### src/rtl/password_lock_pkg.sv
// Shared definitions for the password lock: state encoding, 7-segment constants
// and the BCD digit to segment lookup.
package password_lock_pkg;

    typedef enum logic [2:0] {
        ST_IDLE,
        ST_ENTRY,
        ST_CHECK,
        ST_UNLOCKED,
        ST_LOCKOUT
    } state_e;

    // Segment bit order is {g,f,e,d,c,b,a}, active-high.
    localparam logic [6:0] SEG_BLANK = 7'h00;
    localparam logic [6:0] SEG_DASH  = 7'h40;
    localparam logic [6:0] SEG_UNDER = 7'h08;
    localparam logic [6:0] SEG_ZERO  = 7'h3F;

    function automatic logic [6:0] digit_to_seg(input logic [3:0] digit);
        logic [6:0] seg;
        case (digit)
            4'd0:    seg = 7'h3F;
            4'd1:    seg = 7'h06;
            4'd2:    seg = 7'h5B;
            4'd3:    seg = 7'h4F;
            4'd4:    seg = 7'h66;
            4'd5:    seg = 7'h6D;
            4'd6:    seg = 7'h7D;
            4'd7:    seg = 7'h07;
            4'd8:    seg = 7'h7F;
            4'd9:    seg = 7'h6F;
            default: seg = SEG_BLANK;
        endcase
        return seg;
    endfunction

    function automatic int max_int(input int a, input int b);
        return (a > b) ? a : b;
    endfunction

endpackage

### src/rtl/bcd_to_7seg.sv
// Combinational BCD digit to 7-segment decoder; non-BCD codes decode to blank.
module bcd_to_7seg
    import password_lock_pkg::*;
(
    input  logic [3:0] i_digit,
    output logic [6:0] o_seg
);

    assign o_seg = digit_to_seg(i_digit);

endmodule

### src/rtl/password_lock.sv
// Clocked keypad password lock with retry lockout and per-digit 7-segment display.
// Build option: define PASSWORD_LOCK_MASK_EN to show entered digits as underscores.
module password_lock
    import password_lock_pkg::*;
#(
    parameter int N_DIGITS       = 3,
    parameter int MAX_TRIES      = 3,
    parameter int UNLOCK_CYCLES  = 1000,
    parameter int LOCKOUT_CYCLES = 50000
) (
    input  logic                    i_clk,
    input  logic                    i_rst_n,
    input  logic                    i_en,
    input  logic                    i_key_valid,
    input  logic [3:0]              i_key_digit,
    input  logic                    i_key_enter,
    input  logic                    i_key_clear,
    input  logic [4*N_DIGITS-1:0]   i_password,
    output logic [7*N_DIGITS-1:0]   o_7seg,
    output logic                    o_unlock,
    output logic                    o_error,
    output logic                    o_lockout,
    output logic [3:0]              o_fail_cnt
);

    localparam int CNT_W = $clog2(N_DIGITS + 1);
    localparam int TMR_W = $clog2(max_int(UNLOCK_CYCLES, LOCKOUT_CYCLES) + 1);

`ifdef PASSWORD_LOCK_MASK_EN
    localparam bit MASK_DIGITS = 1'b1;
`else
    localparam bit MASK_DIGITS = 1'b0;
`endif

    state_e                  r_state;
    state_e                  w_state_nxt;
    logic [4*N_DIGITS-1:0]   r_buf;
    logic [4*N_DIGITS-1:0]   w_buf_nxt;
    logic [CNT_W-1:0]        r_count;
    logic [CNT_W-1:0]        w_count_nxt;
    logic [TMR_W-1:0]        r_timer;
    logic [TMR_W-1:0]        w_timer_nxt;
    logic [3:0]              r_fail_cnt;
    logic [3:0]              w_fail_nxt;
    logic                    w_error_nxt;
    logic                    r_unlock;
    logic                    r_error;
    logic                    r_lockout;
    logic [7*N_DIGITS-1:0]   r_seg;
    logic [7*N_DIGITS-1:0]   w_seg_nxt;

    logic w_full;
    logic w_match;
    logic w_digit_ok;

    assign w_full     = (r_count == CNT_W'(N_DIGITS));
    assign w_match    = w_full && (r_buf == i_password);
    assign w_digit_ok = i_key_valid && (i_key_digit <= 4'd9);

    // Lockout is checked before i_en so toggling the enable cannot cut it short.
    always_comb begin
        // NOTE: every next-state signal takes a default first, so no latch is inferred.
        w_state_nxt = r_state;
        w_buf_nxt   = r_buf;
        w_count_nxt = r_count;
        w_timer_nxt = r_timer;
        w_fail_nxt  = r_fail_cnt;
        w_error_nxt = 1'b0;
        if (r_state == ST_LOCKOUT) begin
            if (r_timer == '0) begin
                w_state_nxt = ST_IDLE;
                w_fail_nxt  = '0;
            end else begin
                w_timer_nxt = r_timer - TMR_W'(1);
            end
        end else if (!i_en) begin
            w_state_nxt = ST_IDLE;
            w_buf_nxt   = '0;
            w_count_nxt = '0;
            w_timer_nxt = '0;
        end else begin
            case (r_state)
                ST_IDLE, ST_ENTRY: begin
                    if (i_key_clear) begin
                        w_state_nxt = ST_IDLE;
                        w_buf_nxt   = '0;
                        w_count_nxt = '0;
                    end else if (i_key_enter) begin
                        w_state_nxt = ST_CHECK;
                    end else if (w_digit_ok && !w_full) begin
                        w_buf_nxt       = r_buf << 4;
                        w_buf_nxt[3:0]  = i_key_digit;
                        w_count_nxt     = r_count + CNT_W'(1);
                        w_state_nxt     = ST_ENTRY;
                    end
                end
                ST_CHECK: begin
                    w_buf_nxt   = '0;
                    w_count_nxt = '0;
                    if (w_match) begin
                        w_fail_nxt  = '0;
                        w_state_nxt = ST_UNLOCKED;
                        w_timer_nxt = TMR_W'(UNLOCK_CYCLES - 1);
                    end else begin
                        w_error_nxt = 1'b1;
                        w_fail_nxt  = r_fail_cnt + 4'd1;
                        if (r_fail_cnt + 4'd1 == 4'(MAX_TRIES)) begin
                            w_state_nxt = ST_LOCKOUT;
                            w_timer_nxt = TMR_W'(LOCKOUT_CYCLES - 1);
                        end else begin
                            w_state_nxt = ST_IDLE;
                        end
                    end
                end
                ST_UNLOCKED: begin
                    if (i_key_clear || r_timer == '0) begin
                        w_state_nxt = ST_IDLE;
                        w_timer_nxt = '0;
                    end else begin
                        w_timer_nxt = r_timer - TMR_W'(1);
                    end
                end
                default: w_state_nxt = ST_IDLE;
            endcase
        end
    end

    // Display is derived from the next state so it lands on the same edge as the buffer.
    for (genvar k = 0; k < N_DIGITS; k++) begin : g_pos
        logic [6:0] w_dec;

        bcd_to_7seg u_dec (
            .i_digit (w_buf_nxt[4*k +: 4]),
            .o_seg   (w_dec)
        );

        assign w_seg_nxt[7*k +: 7] =
            !i_en                        ? SEG_BLANK :
            (w_state_nxt == ST_LOCKOUT)  ? SEG_DASH  :
            (w_state_nxt == ST_UNLOCKED) ? SEG_ZERO  :
            (CNT_W'(k) < w_count_nxt)    ? (MASK_DIGITS ? SEG_UNDER : w_dec) :
                                           SEG_DASH;
    end

    always_ff @(posedge i_clk or negedge i_rst_n) begin
        if (!i_rst_n) begin
            r_state    <= ST_IDLE;
            r_buf      <= '0;
            r_count    <= '0;
            r_timer    <= '0;
            r_fail_cnt <= '0;
            r_unlock   <= 1'b0;
            r_error    <= 1'b0;
            r_lockout  <= 1'b0;
            r_seg      <= '0;
        end else begin
            r_state    <= w_state_nxt;
            r_buf      <= w_buf_nxt;
            r_count    <= w_count_nxt;
            r_timer    <= w_timer_nxt;
            r_fail_cnt <= w_fail_nxt;
            r_unlock   <= (w_state_nxt == ST_UNLOCKED);
            r_error    <= w_error_nxt;
            r_lockout  <= (w_state_nxt == ST_LOCKOUT);
            r_seg      <= w_seg_nxt;
        end
    end

    assign o_7seg     = r_seg;
    assign o_unlock   = r_unlock;
    assign o_error    = r_error;
    assign o_lockout  = r_lockout;
    assign o_fail_cnt = r_fail_cnt;

endmodule

### config.mk
export PLATFORM = sky130hd
export DESIGN_NAME = password_lock
export DESIGN_NICKNAME = d
export VERILOG_FILES = /design/src/rtl/password_lock_pkg.sv /design/src/rtl/bcd_to_7seg.sv /design/src/rtl/password_lock.sv
export SDC_FILE = /design/constraint.sdc
export NUM_CORES = 1
export LEC_CHECK = 0
export ABC_AREA = 1
export CAP_MARGIN = 20
export CORE_ASPECT_RATIO = 2
export CORE_MARGIN = 1.5
export CORE_UTILIZATION = 56
export CTS_CLUSTER_SIZE = 28
export DETAILED_ROUTE_END_ITERATION = 12
export PLACE_DENSITY_LB_ADDON = 0.25
export SLEW_MARGIN = 20
export SYNTH_ARGS = -nofsm -noshare
export SYNTH_HDL_FRONTEND = slang
export SYNTH_SLANG_ARGS = --single-unit
### constraint.sdc
create_clock -name i_clk -period 3.52 [get_ports i_clk]
set_clock_uncertainty 0.05 [all_clocks]
set_input_delay 0.704 -clock i_clk [delete_from_list [all_inputs] [get_ports i_clk]]
set_output_delay 0.704 -clock i_clk [all_outputs]
set_load 0.01 [all_outputs]
==> flow_metrics.py <==
metrics = {
    "route": {
        "drtIter0Drc": 238,
        "totalWireLength_mm": 9.24,
        "drc": 0,
        "routed_via_density": 5.33,
        "vias": 3654,
        "wire_per_inst_um": 13.5,
        "final_antenna_net_count": 0,
        "drtPass1Iterations": 4,
    },
    "timing": {
        "finalSetupViolCount": 0,
        "rsz0062_at_grt": "false",
        "slew_viol_final": 0,
        "fin_tns_setup_ns": 0,
        "finalCritPeriodShare_pct": 85.2,
        "tightest_slew_ns": 0.624,
        "fin_crit_ns": 3.00,
        "holdWs_ns": 0.189,
        "finalHoldViolCount": 0,
        "fmax_mhz": 333,
        "slew_headroom_pct": 58.4,
    },
    "final_layout": {
        "area_delta_synth_final_pct": 22.2,
        "seq_area_um2": 1530,
        "diodes": 0,
        "nets": 628,
        "fill_cells": 598,
        "fin_area_um2": 4790,
        "drive_above_1_share_pct": 9.75,
        "multiInputGateArea_um2": 2060,
    },
    "logic_synthesis": {
        "yosysTopAreaCell": "dfrtp_1",
        "syn_inst": 535,
        "ys_seq_area_share_pct": 39.0,
        "syn_area_um2": 3920,
        "ys_types": 35,
        "synth.top_cell.area_share_pct": 39.0,
        "ys_ff_latch": 61,
        "yosysWarnings": 0,
        "synth.area.top_cells": "dfrtp_1 39%, nand2_1 13%, inv_1 6.1%, nor2_1 5.7%, nand3_1 5.4%",
        "syn_nets": 573,
        "synth_area_per_cell_um2": 7.32,
    },
    "status": {
        "status": "finished, final reports clean",
    },
    "placement": {
        "gp_congestion": 0.902,
        "hpwl_mm": 6.50,
        "dpl-instance-area_um2": 4490,
        "io_buffer_count": 49,
    },
    "pwr": {
        "pwr-share-comb_pct": 20.1,
        "p_per_area_nw_per_um2": 439,
        "clkPwrFrac_pct": 41.5,
        "seqPwrFrac_pct": 38.4,
        "p_int_mw": 1.51,
        "ir_drop_uv": 362,
        "power_switching_mw": 0.596,
        "p_leak_nw": 2.38,
        "swShare_pct": 28.4,
    },
    "setup_path": {
        "cpPeakStageDelay_ns": 0.41,
        "worst_setup_path_end_kind": "register",
        "path_buf_inv": 2,
        "crit_chain": "clkdlybuf4s50_1, o21ai_0, nand4_1, nand2_2, nand2_4, a22oi_1, inv_1, ha_1, or2_2, nand3_1, nand3_1, a21oi_1",
        "crit_fanout": 16,
        "cp-startpoint": "i_key_digit[1]",
        "crit_slowest_cell": "clkdlybuf4s50_1",
        "worstReg2RegStart": "r_count[0]$_DFF_PN0_",
        "path_delay_family": "simple AND/OR/NAND/NOR gates",
        "cp_data_required_time_ns": 3.73,
        "arrival_ns": 3.21,
        "crit_path_start_kind": "input pin",
        "critPathMostFrequentCell": "nand3_1",
        "crit_type": "input pin to register",
    },
    "floorplan": {
        "ioPinCount": 50,
        "die_w_um": 62.2,
        "start_util_pct": 57.4,
        "fp.dieH_um": 121,
        "num_rows": 43,
        "dieArea_um2": 7540,
        "core_region_area_um2": 6830,
    },
    "grt": {
        "grt_pass1_vias": 3564,
        "overflow": 0,
        "antenna_found_initial": 0,
        "grt_pass1_wl_mm": 16.3,
        "grt_start_max_net_pins": 50,
        "grt_util_all_layers_pct": 27.2,
    },
    "cts": {
        "postCtsHoldBufs": 0,
        "root_buffer": "clkbuf_16",
        "numCtsBuffers": 9,
        "cts_tree": "yes",
        "cts_buffer_depth": 2,
        "h-tree-depth": 3,
        "cts_sinks": 61,
        "cts.clk_slew.worst_paths_ns": 0.05,
        "cts_resized": 0,
        "cts_setup_buffers": 0,
        "clock_latency_ns": 0.34,
    },
    "run": {
        "maxCapViolations": 0,
    },
    "min_path": {
        "hold_class": "input pin to asynchronous set/reset pin",
    },
}
==> layout by cell type (no fill, tap or decap), drive strengths merged, types with 6 or more instances in the layout <==
cell | netlist | final
o21ai | 34 | 34
inv | 69 | 69
xnor2 | 7 | 7
nor2 | 62 | 62
clkbuf | 4 | 11
or2 | 6 | 6
a21oi | 35 | 35
ha | 16 | 16
buf | 8 | 8
nand2 | 150 | 150
xor2 | 14 | 14
clkdlybuf4s50 | 0 | 48
nand4 | 9 | 9
nand3 | 42 | 42
dfrtp | 61 | 61
==> final cells by class <==
type / instances / share of cell area (%)
Timing Repair Buffer: 56 / 11.2
Tap cell: 90 / 2.35
Sequential cell: 61 / 31.9
Clock buffer: 11 / 5.07
Inverter: 69 / 5.41
Multi-Input combinational cell: 393 / 43.0
Clock inverter: 5 / 1.05
==> through the flow <==
stage               total power, mW  setup WS (ns)  utilization (%)  std cells
CTS                            2.12          0.550             70.1        685
global placement               1.23          0.310             65.8        669
finish                         2.10          0.521             70.1        685
floorplan                      1.06          0.876                -        535
detailed placement             1.24          0.206             65.8        669
global route                   2.20          0.196             70.1        685
==> final timing paths <==
path | to | cells past startpoint | slack, ns
setup reg to reg | o_7seg[14]$_DFF_PN0_ | 12 | 0.81
hold / removal | o_7seg[15]$_DFF_PN0_ | 1 | 0.19
min in group i_clk | r_timer[15]$_DFFE_PN0P_ | 2 | 0.49
setup / recovery | o_7seg[14]$_DFF_PN0_ | 12 | 0.52
hold reg to reg | r_timer[15]$_DFFE_PN0P_ | 2 | 0.49
max in group asynchronous | r_timer[6]$_DFFE_PN0P_ | 2 | 2.31
==> metal layers <==
| metal | part of all wire (%) | global-route usage (%) | vias up |
|---|---|---|---|
| met5 | 0 | 0 | - |
| met4 | 1.7 | 11.4 | 0 |
| met3 | 5.0 | 5.57 | 14 |
| li1 | - | - | 1819 |
| met1 | 44 | 34.1 | 1719 |
| met2 | 49 | 45.4 | 102 |
==> synth_stat cells, drive strengths merged <==
| master | count |
|---|---|
| nand2 | 150 |
| inv | 69 |
| nor2 | 62 |
| dfrtp | 61 |
| nand3 | 42 |
| a21oi | 35 |
| o21ai | 34 |
| ha | 16 |
| xor2 | 14 |
| nand4 | 9 |
| buf | 8 |
| xnor2 | 7 |
| or2 | 6 |
| nor4 | 5 |
| a22oi | 4 |
| clkbuf | 4 |
| a21boi | 2 |
| nor3 | 2 |
| o22ai | 2 |
| and3b | 1 |
| nand3b | 1 |
| o211ai | 1 |
==> registers in the layout, indices dropped and copies added, names as in the netlist <==
name	flops
r_timer	16
r_state	3
o_unlock	1
o_error	1
o_7seg	21
o_fail_cnt	4
r_buf	12
o_lockout	1
r_count	2
==> power by group through the flow <==
stage | clock network, mW | registers (mW) | logic, mW
final | 0.873 | 0.808 | 0.423
after global routing | 0.906 | 0.816 | 0.477
after CTS | 0.883 | 0.807 | 0.425
after detailed placement | 0 | 0.816 | 0.420
after global placement | 0 | 0.817 | 0.412
after floorplan | 0 | 0.829 | 0.233
==> cell families after synthesis <==
| group | Yosys count | synth area share, % |
|---|---|---|
| AOI/OAI and AO/OA | 78 | 11.7 |
| xor gates and xnor gates | 21 | 4.69 |
| adders and majority gates | 16 | 5.11 |
| buffers and inverters | 81 | 8.52 |
| DFF | 61 | 39.0 |
| and+or+nand+nor | 278 | 31.0 |
Note: power is estimated with default switching activity, not from simulation.
